[src/rtl/tensor_product_accumulator_pkg.sv]
// Shared types and helpers for the tensor product accumulator.
// State encoding, counter width and saturation bounds.
package tensor_product_accumulator_pkg;

  typedef enum logic [1:0] {
    IDLE = 2'd0,
    CALC = 2'd1,
    DONE = 2'd2
  } state_t;

  function automatic int f_log2(input int n);
    int r;
    r = 0;
    for (int i = 0; i < 31; i++)
      if ((1 << i) < n) r = i + 1;
    return r;
  endfunction

  function automatic int f_cnt_width(input int n);
    return (f_log2(n) > 0) ? f_log2(n) : 1;
  endfunction

  function automatic logic signed [63:0] f_sat_max(input int w);
    return (64'sd1 <<< (w - 1)) - 64'sd1;
  endfunction

  function automatic logic signed [63:0] f_sat_min(input int w);
    return -(64'sd1 <<< (w - 1));
  endfunction

endpackage

[src/rtl/tensor_product_accumulator_tile_mac.sv]
// Combinational multiply-accumulate for one TV x TH tile.
// TENSOR_PRODUCT_ACC_SATURATE_EN selects clamp instead of wrap.
module tile_mac
  import tensor_product_accumulator_pkg::*;
#(
  parameter int AW = 8,
  parameter int BW = 8,
  parameter int RW = 8,
  parameter int FW = 4,
  parameter int TV = 1,
  parameter int TH = 1
) (
  input  logic [TV*AW-1:0]    i_a,
  input  logic [TH*BW-1:0]    i_b,
  input  logic [TV*TH*RW-1:0] i_acc,
  output logic [TV*TH*RW-1:0] o_acc,
  output logic [TV*TH-1:0]    o_ovf
);

  localparam int PW = AW + BW;
  localparam int SW = PW + 1;
  localparam logic signed [SW-1:0] S_HI = SW'(f_sat_max(RW));
  localparam logic signed [SW-1:0] S_LO = SW'(f_sat_min(RW));
`ifdef TENSOR_PRODUCT_ACC_SATURATE_EN
  localparam logic [RW-1:0] MAXV = RW'(f_sat_max(RW));
  localparam logic [RW-1:0] MINV = RW'(f_sat_min(RW));
`endif

  for (genvar v = 0; v < TV; v++) begin : g_v
    for (genvar h = 0; h < TH; h++) begin : g_h
      localparam int L = v * TH + h;
      logic signed [PW-1:0] w_prod;
      logic signed [PW-1:0] w_p;
      logic signed [SW-1:0] w_s;
      logic [RW-1:0]        w_acc;
      logic                 w_fit;

      assign w_acc  = i_acc[L*RW+:RW];
      assign w_prod = $signed(i_a[v*AW+:AW]) * $signed(i_b[h*BW+:BW]);
      assign w_p    = w_prod >>> FW;
      assign w_s    = {w_p[PW-1], w_p}
                    + {{(SW-RW){w_acc[RW-1]}}, w_acc};
      assign w_fit  = (w_s >= S_LO) && (w_s <= S_HI);
      assign o_ovf[L] = ~w_fit;
`ifdef TENSOR_PRODUCT_ACC_SATURATE_EN
      assign o_acc[L*RW+:RW] = w_fit ? w_s[RW-1:0]
                             : (w_s[SW-1] ? MINV : MAXV);
`else
      assign o_acc[L*RW+:RW] = w_s[RW-1:0];
`endif
    end
  end

endmodule

[src/rtl/tensor_product_accumulator.sv]
// Tiled signed outer-product accumulator over a batch of (a,b) pairs.
// Build option: TENSOR_PRODUCT_ACC_SATURATE_EN (clamp on overflow).
module tensor_product_accumulator
  import tensor_product_accumulator_pkg::*;
#(
  parameter int A_VECTOR_LEN      = 5,
  parameter int B_VECTOR_LEN      = 5,
  parameter int A_CELL_WIDTH      = 8,
  parameter int B_CELL_WIDTH      = 8,
  parameter int RESULT_CELL_WIDTH = 8,
  parameter int FRACTION_WIDTH    = 4,
  parameter int TILING_H          = 1,
  parameter int TILING_V          = 1
) (
  input  logic clk,
  input  logic rst,
  input  logic [A_VECTOR_LEN*A_CELL_WIDTH-1:0] a,
  input  logic a_last,
  input  logic a_valid,
  output logic a_ready,
  input  logic [B_VECTOR_LEN*B_CELL_WIDTH-1:0] b,
  input  logic b_valid,
  output logic b_ready,
  output logic [A_VECTOR_LEN*B_VECTOR_LEN*RESULT_CELL_WIDTH-1:0] result,
  output logic result_valid,
  input  logic result_ready,
  output logic error
);

  localparam int AL  = A_VECTOR_LEN;
  localparam int BL  = B_VECTOR_LEN;
  localparam int AW  = A_CELL_WIDTH;
  localparam int BW  = B_CELL_WIDTH;
  localparam int RW  = RESULT_CELL_WIDTH;
  localparam int TV  = TILING_V;
  localparam int TH  = TILING_H;
  localparam int CVN = (AL + TV - 1) / TV;
  localparam int CHN = (BL + TH - 1) / TH;
  localparam int CW  = f_cnt_width(CVN > CHN ? CVN : CHN);
  localparam logic [CW-1:0] CV_LAST = CW'(CVN - 1);
  localparam logic [CW-1:0] CH_LAST = CW'(CHN - 1);

  state_t              r_state, w_next;
  logic [AL*AW-1:0]    r_a;
  logic [BL*BW-1:0]    r_b;
  logic                r_a_last, r_a_set, r_b_set;
  logic [CW-1:0]       r_cv, r_ch;
  logic [AL*BL*RW-1:0] r_acc;
  logic                r_err;

  logic [TV*AW-1:0]    w_ta;
  logic [TH*BW-1:0]    w_tb;
  logic [TV*TH*RW-1:0] w_tacc, w_nacc;
  logic [TV*TH-1:0]    w_mask, w_ovf;
  logic                w_ch_end, w_calc_end;

  assign w_ch_end   = (r_ch == CH_LAST);
  assign w_calc_end = w_ch_end && (r_cv == CV_LAST);

  assign a_ready      = (r_state == IDLE) && !r_a_set;
  assign b_ready      = (r_state == IDLE) && !r_b_set;
  assign result_valid = (r_state == DONE);
  assign result       = r_acc;
  assign error        = r_err;

  // Padded lanes beyond the vector ends read zero and are masked off.
  always_comb begin
    w_ta   = '0;
    w_tb   = '0;
    w_tacc = '0;
    w_mask = '0;
    for (int v = 0; v < TV; v++)
      if (int'(r_cv) * TV + v < AL)
        w_ta[v*AW+:AW] = r_a[(int'(r_cv)*TV+v)*AW+:AW];
    for (int h = 0; h < TH; h++)
      if (int'(r_ch) * TH + h < BL)
        w_tb[h*BW+:BW] = r_b[(int'(r_ch)*TH+h)*BW+:BW];
    for (int v = 0; v < TV; v++)
      for (int h = 0; h < TH; h++)
        if ((int'(r_cv) * TV + v < AL) && (int'(r_ch) * TH + h < BL)) begin
          w_mask[v*TH+h] = 1'b1;
          w_tacc[(v*TH+h)*RW+:RW] =
            r_acc[((int'(r_cv)*TV+v)*BL+int'(r_ch)*TH+h)*RW+:RW];
        end
  end

  tile_mac #(
    .AW(AW), .BW(BW), .RW(RW), .FW(FRACTION_WIDTH), .TV(TV), .TH(TH)
  ) u_mac (
    .i_a  (w_ta),
    .i_b  (w_tb),
    .i_acc(w_tacc),
    .o_acc(w_nacc),
    .o_ovf(w_ovf)
  );

  always_comb begin
    w_next = r_state;
    unique case (r_state)
      IDLE: if (r_a_set && r_b_set) w_next = CALC;
      CALC: if (w_calc_end) w_next = r_a_last ? DONE : IDLE;
      DONE: if (result_ready) w_next = IDLE;
      default: w_next = IDLE;
    endcase
  end

  always_ff @(posedge clk) begin
    if (rst) begin
      r_state  <= IDLE;
      r_a      <= '0;
      r_b      <= '0;
      r_a_last <= 1'b0;
      r_a_set  <= 1'b0;
      r_b_set  <= 1'b0;
      r_cv     <= '0;
      r_ch     <= '0;
      r_acc    <= '0;
      r_err    <= 1'b0;
    end else begin
      r_state <= w_next;
      unique case (r_state)
        IDLE: begin
          if (a_valid && !r_a_set) begin
            r_a      <= a;
            r_a_last <= a_last;
            r_a_set  <= 1'b1;
          end
          if (b_valid && !r_b_set) begin
            r_b     <= b;
            r_b_set <= 1'b1;
          end
          r_cv <= '0;
          r_ch <= '0;
        end
        CALC: begin
          for (int v = 0; v < TV; v++)
            for (int h = 0; h < TH; h++)
              if (w_mask[v*TH+h])
                r_acc[((int'(r_cv)*TV+v)*BL+int'(r_ch)*TH+h)*RW+:RW]
                  <= w_nacc[(v*TH+h)*RW+:RW];
          if (|(w_ovf & w_mask)) r_err <= 1'b1;
          if (w_ch_end) begin
            r_ch <= '0;
            r_cv <= w_calc_end ? '0 : r_cv + CW'(1);
          end else begin
            r_ch <= r_ch + CW'(1);
          end
          if (w_calc_end && !r_a_last) begin
            r_a_set <= 1'b0;
            r_b_set <= 1'b0;
          end
        end
        DONE: begin
          if (result_ready) begin
            r_acc   <= '0;
            r_err   <= 1'b0;
            r_a_set <= 1'b0;
            r_b_set <= 1'b0;
          end
        end
        default: ;
      endcase
    end
  end

endmodule

[config.mk]
export PLATFORM = sky130hd
export DESIGN_NAME = tensor_product_accumulator
export DESIGN_NICKNAME = d
export VERILOG_FILES = /design/src/rtl/tensor_product_accumulator_pkg.sv /design/src/rtl/tensor_product_accumulator_tile_mac.sv /design/src/rtl/tensor_product_accumulator.sv
export SDC_FILE = /design/constraint.sdc
export NUM_CORES = 1
export LEC_CHECK = 0
export BUFFER_PORTS_ARGS = -buffer_cell sky130_fd_sc_hd__buf_4
export CORE_MARGIN = 2
export CORE_UTILIZATION = 40
export CTS_CLUSTER_DIAMETER = 50
export DETAILED_ROUTE_END_ITERATION = 10
export PLACE_DENSITY = 0.62
export REMOVE_ABC_BUFFERS = 1
export SLEW_MARGIN = 40
export SYNTH_ARGS = -nofsm -noshare
export SYNTH_HDL_FRONTEND = slang
export SYNTH_SLANG_ARGS = --single-unit
[constraint.sdc]
create_clock -name clk -period 7.11 [get_ports clk]
set_input_delay 0 -clock clk [delete_from_list [all_inputs] [get_ports clk]]
set_output_delay 0 -clock clk [all_outputs]
set_load 0.01 [all_outputs]
Yosys cells after proc, flatten, opt, wreduce, memory -nomap -nowiden:

Cells that the tools add are included.

* add/sub/neg operators: 5
* multiply operators: 2
* magnitude comparators: 4
* equality and inequality tests: 13
* shifts and indexed selects: 5
* mux-type cells: 26
* bitwise gates (word level): 2
* reductions and logical operators: 24

Operators by type and width (count)
* 200-bit two-way mux: 2
* 200-bit one-hot mux with 2 select lines: 1
* 200-bit bitwise mux: 1
* 8-bit by 33-bit variable shift with 200-bit output, first input constant: 1
* 200-bit by 32-bit variable part select with 8-bit output: 1
* 8-bit by 33-bit variable part select with 200-bit output: 1
* 40-bit by 7-bit variable part select with 8-bit output: 2
* 10-bit negator with 33-bit output: 1
* 8-bit two-way mux: 3
* 17-bit by 8-bit >= comparator with 1-bit output, second input constant: 1
* 17-bit by 8-bit less-or-equal comparator with 1-bit output, second input constant: 1
* 8-bit by 8-bit multiplier with 16-bit output: 1
* 12-bit by 8-bit adder with 13-bit output: 1
* 3-bit one-hot mux with 2 select lines: 2
* 2-bit != test, second input constant: 5
* 1-bit logical AND: 9
* 3-bit two-way mux: 3
* 3-bit AND reduction: 3
* 2-bit two-way mux: 4
* 2-bit by 1-bit != test with 1-bit output, second input constant: 4
* 4-bit AND reduction: 2
* 6-bit by 3-bit adder with 7-bit output: 1
* 3-bit by 1-bit adder with 3-bit output, second input constant: 2
* 3-bit equality test, second input constant: 2
* 15 further kinds: 27

* flip-flop bits (word level): 292
* output and inout bits: 204

Logic depth before layout (Yosys ltp):

* word-level depth: 11
* gate-level depth with buffers: 31
* mapped depth without buffers: 31

Modules after synthesis:

A second synthesis with hierarchy kept.

* cells, all modules: 1633
* area, all modules: 15886.5 um^2

Modules (own cells, without submodules)
* tensor_product_accumulator: instances 1, cells each 1269, area an instance 12793.5 um^2, sequential area each 5845.6 um^2
* tile_mac: instances 1, cells each 364, area an instance 3093.0 um^2, sequential area each 0.0 um^2

Worst setup path after synthesis:

Ideal clock, no wire load.

* path type: reg2reg
* start point: reg r_ch[0]
* end point: reg r_err, in the netlist error
* setup time: 120 ps
* arrival: 7514 ps
* data required time: 6990 ps
* slack: -523 ps
* cell stages (with the launch flop): 29
* path buffers: 1
* clock period less this slack: 7633 ps
* path through: dfxtp_1 -> buf_1 -> mux4_2 -> a22oi_1 -> or2_2 -> fa_1 -> fa_1 -> inv_1 -> fa_1 -> inv_1 -> fa_1 -> inv_1 -> ha_1 -> a21oi_1 -> o21bai_1 -> a21oi_1 -> o21bai_1 -> a21oi_1 -> or4b_2 -> o2111ai_1 -> ha_1 -> inv_1 -> o211ai_1 -> a2bb2oi_1 -> a21oi_1 -> mux2_2 -> and3_1 -> o31a_1 -> a211o_1

* word-level cells in the longest chain between the ends: 10

RTL lines
* from (decl): RTL line tensor_product_accumulator.sv:47 `logic [CW-1:0] r_cv, r_ch;`
* from (signal assigned): RTL line tensor_product_accumulator.sv:146 `r_ch <= r_ch + CW'(1);`
* 40-bit by 7-bit variable part select with 8-bit output, or another cell as far along: RTL line tensor_product_accumulator.sv:77 `w_tb[h*BW+:BW] = r_b[(int'(r_ch)*TH+h)*BW+:BW];`
* 8-bit two-way mux, or another cell as far along: RTL line tensor_product_accumulator.sv:76 `if (int'(r_ch) * TH + h < BL)`
* 8-bit by 8-bit multiplier with 16-bit output or 8-bit two-way mux (tied branches): RTL line tensor_product_accumulator_tile_mac.sv:39, tensor_product_accumulator.sv:80
* 12-bit by 8-bit adder with 13-bit output: RTL line tensor_product_accumulator_tile_mac.sv:42 `+ {{(SW-RW){w_acc[RW-1]}}, w_acc};`
* 17-bit by 8-bit >= comparator with 1-bit output or 17-bit by 8-bit less-or-equal comparator with 1-bit output (tied branches): RTL line tensor_product_accumulator_tile_mac.sv:43 `assign w_fit = (w_s >= S_LO) && (w_s <= S_HI);`
* 1-bit logical AND: RTL line tensor_product_accumulator_tile_mac.sv:43
* 1-bit inverter: RTL line tensor_product_accumulator_tile_mac.sv:44 `assign o_ovf[L] = ~w_fit;`
* 1-bit bitwise AND (*): RTL line tensor_product_accumulator.sv:141 `if (|(w_ovf & w_mask)) r_err <= 1'b1;`
* 2-bit != test (no source line) (*)
* 3-bit AND reduction (no source line) (*)
* to (signal assigned): RTL line tensor_product_accumulator.sv:118 `r_err <= 1'b0;`
* to (signal assigned): RTL line tensor_product_accumulator.sv:141
* to (signal assigned): RTL line tensor_product_accumulator.sv:156 `r_err <= 1'b0;`
* to (decl): RTL line tensor_product_accumulator.sv:49 `logic r_err;`

Mark *: on every way between the ends. The rest lies on a longest branch, timed or not.
A chain may end at the register's enable or synchronous reset.

Worst setup path after layout:

Same ends and word-level chain as after synthesis.

==> metrics.yaml <==
sta:
  fmax_mhz: 143
  rsz0062_at_grt: "true"
  min_period_ns: 6.98
  fin_worst_skew_ns: 0.0367
  hold_ws_ns: 0.281
  post-route-period-util_pct: 98.1
  setup_tns_ns: 0
  hold_viol: 0
  layout_setup_ws_ns: 0.132
  slew-limit-headroom_pct: 35.0
  finalSetupViolCount: 0
  tightest_slew_ns: 0.967
  slew_viol_final: 0
outcome:
  status: "finished, final reports clean"
die:
  floorplan.initialDensity_pct: 40.5
  rows: 73
  die_w_um: 204
  core_area_um2: 39600
  die_y_um: 204
  io-pin-count: 290
  die-area_um2: 41800
synthesis:
  synth_xor_area_share_pct: 1.74
  syn_inst: 1719
  synthArstFlopShare_pct: 0
  synth_seq_area_share_pct: 36.4
  synthFlopType: "dfxtp_1"
  synth-simple-area-share_pct: 16.1
  synth_fa_ha_area_share_pct: 11.6
  synth_area_per_cell_um2: 9.34
  synth-seq-cells: 292
  ys_types: 71
  syn_area_um2: 16100
  synth_mux_area_share_pct: 11.0
  synth_top_family_by_area: "compound AO/OA/AOI/OAI gates"
  yosys_warnings: 0
  synth_compound_area_share_pct: 17.9
  synth_edf_count: 0
clock_network:
  clk_pin_slew_ns: 0.06
  cts-htree-levels: 2
  numCtsBuffers: 35
  cts_tree: "built"
  clk_latency_ns: 0.55
  cts.sinks: 292
  ctsLongestPathBuffers: 3
  cts_root_buffer: "clkbuf_16"
worst_setup_path:
  cp_slowest_cell: "fa_1"
  path_class: "flip-flop to flip-flop"
  cp_common_cell: "inv_2"
  cp.required_ns: 7.54
  rrSetupSlack_ns: 0.13
  cpPeakStageDelay_ns: 0.56
  cp-end-kind: "flip-flop"
  critPathLaunch: "r_ch[0]"
  crit_arrival_ns: 7.40
  cp-start-kind: "flip-flop"
  cp_max_fo: 5
  r2r_start: "r_ch[0]"
finish:
  antenna_cells: 0
  fillers: 3460
  final_nets: 2448
  most-common-layout-cells: "buf_4, dfxtp_1, nor2_1"
  multiInputGateArea_um2: 9850
  layout-drive-gt1-share_pct: 30.6
  layout_commonest_cell: "buf_4"
  seq_area_um2: 5850
  syn_to_final_growth_pct: 42.7
  finalNonFillerCells: 2798
global_route:
  grt_usage_pct: 27.9
  use_met1_pct: 38.4
  grt_pass1_wl_um: 90500
  grtUsageMet2_pct: 44.1
  grt_use_met3_pct: 4.83
  grt_pass1_vias: 15687
  grt_max_degree: 82
  top_usage_layer: "met2"
  antenna_found_initial: 0
  globalRoute.totalOverflow: 0
placed_design:
  io_buffers: 289
  dp_hpwl_um: 42400
  place_worst_setup_slack_ns: -0.283
  dp_cells: 2548
  place.gp.congestion: 0.924
routing:
  route.vias.total: 15886
  drtAntennaViolNets: 0
  routed_wirelength_um: 60700
  drc_errors: 0
  drt_first_iter_violations: 1595
  vias_per_cell: 5.68
  dr.pass1.iters: 6
  wire_per_inst_um: 21.7
power_and_ir_drop:
  ir_drop_v: 0.000146
  powerDensity_nw_per_um2: 222
  leakage_nw: 9.43
hold_path:
  min_from: "b[17]"
  min_path_type: "input pin to flip-flop"
job:
  drv_cap: 0
registers in the layout, summed over array words and instances, names as in the netlist, 2 cells and up:
signal,flops
r_b,40
r_ch,3
r_a,40
result,200
r_state,2
r_cv,3
worst paths after layout:
kind | to | cells past startpoint
max | error | 31
min | r_b[17] | 4
min reg2reg | r_b[10] | 2
max reg2reg | error | 31
critical path, delay by kind of cell, from the launching register on:
family	cells	cell delay [ns]
buf+inv	8	0.67
simple gates	2	0.22
fa+ha+maj	6	2.65
flops	1	0.38
mux	2	0.79
compound gates	13	2.17
routing by layer:
layer / vias to the layer above / part of all wire [%] / routed length [um]
met5: - / 0 / 0
met4: 0 / 3.5 / 2130
met3: 129 / 8.2 / 4960
met2: 732 / 46 / 28100
met1: 7816 / 42 / 25500
li1: 7209 / - / -
through the flow:
| step | util [%] | power [mW] | cell area [um2] |
|---|---|---|---|
| 2_1_floorplan | - | 2.50 | 15700 |
| 3_3_place_gp | 48.9 | 2.96 | 19400 |
| 3_5_place_dp | 49.2 | 2.99 | 19500 |
| 4_1_cts | 56.7 | 4.98 | 22500 |
| 5_1_grt | 57.8 | 5.30 | 22900 |
| 6_report | 57.8 | 5.10 | 22900 |
final cells by class:
class / instances / area share (%)
Clock buffer: 48 / 4.25
Clock inverter: 15 / 0.999
Inverter: 118 / 1.93
Multi-Input combinational cell: 1210 / 43.0
Sequential cell: 292 / 25.5
Tap cell: 525 / 2.87
Timing Repair Buffer: 590 / 21.5
timing repair:
| item | CTS | global route |
|---|---|---|
| pin swaps | 15 | 49 |
| endpoints found under the hold margin | 86 | 0 |
| resized for setup | 22 | 60 |
| setup endpoints to repair | 1 | 1 |
| hold buffers | 159 | 0 |
| buffers inserted | 12 | 16 |
cell families after synthesis:
| kind of cell | count (synthesis) |
|---|---|
| xor+xnor | 29 |
| fa+ha+maj | 115 |
| mux | 86 |
| simple gates | 575 |
| compound gates | 405 |
| flops | 292 |
| buf+inv | 217 |
synth_stat cells, types with 11 or more instances:
cell type  number  area [um2]
clkbuf_1       78         293
or2_2          12        75.1
mux4_2         72        1620
inv_1         115         432
dfxtp_1       292        5850
a31oi_1        11        68.8
nand2b_1       14        87.6
nor3_1         27         135
a21oi_1       121         606
a22o_1         28         245
o21ai_0        21         105
nand4_1        11        68.8
xnor2_1        20         175
fa_1           57        1140
nor2_1        239         897
a32oi_1        56         490
ha_1           58         726
nand2_1       198         743
a32o_1         23         230
a22oi_1        89         668
nor2b_1        13        81.3
where the power goes:
group / switching, mW / internal [mW]
sequential: 0.0486 / 1.71
clock: 0.746 / 1.12
combinational: 0.815 / 0.655
total: 1.61 / 3.49
Note: power is estimated with default switching activity, not from simulation.
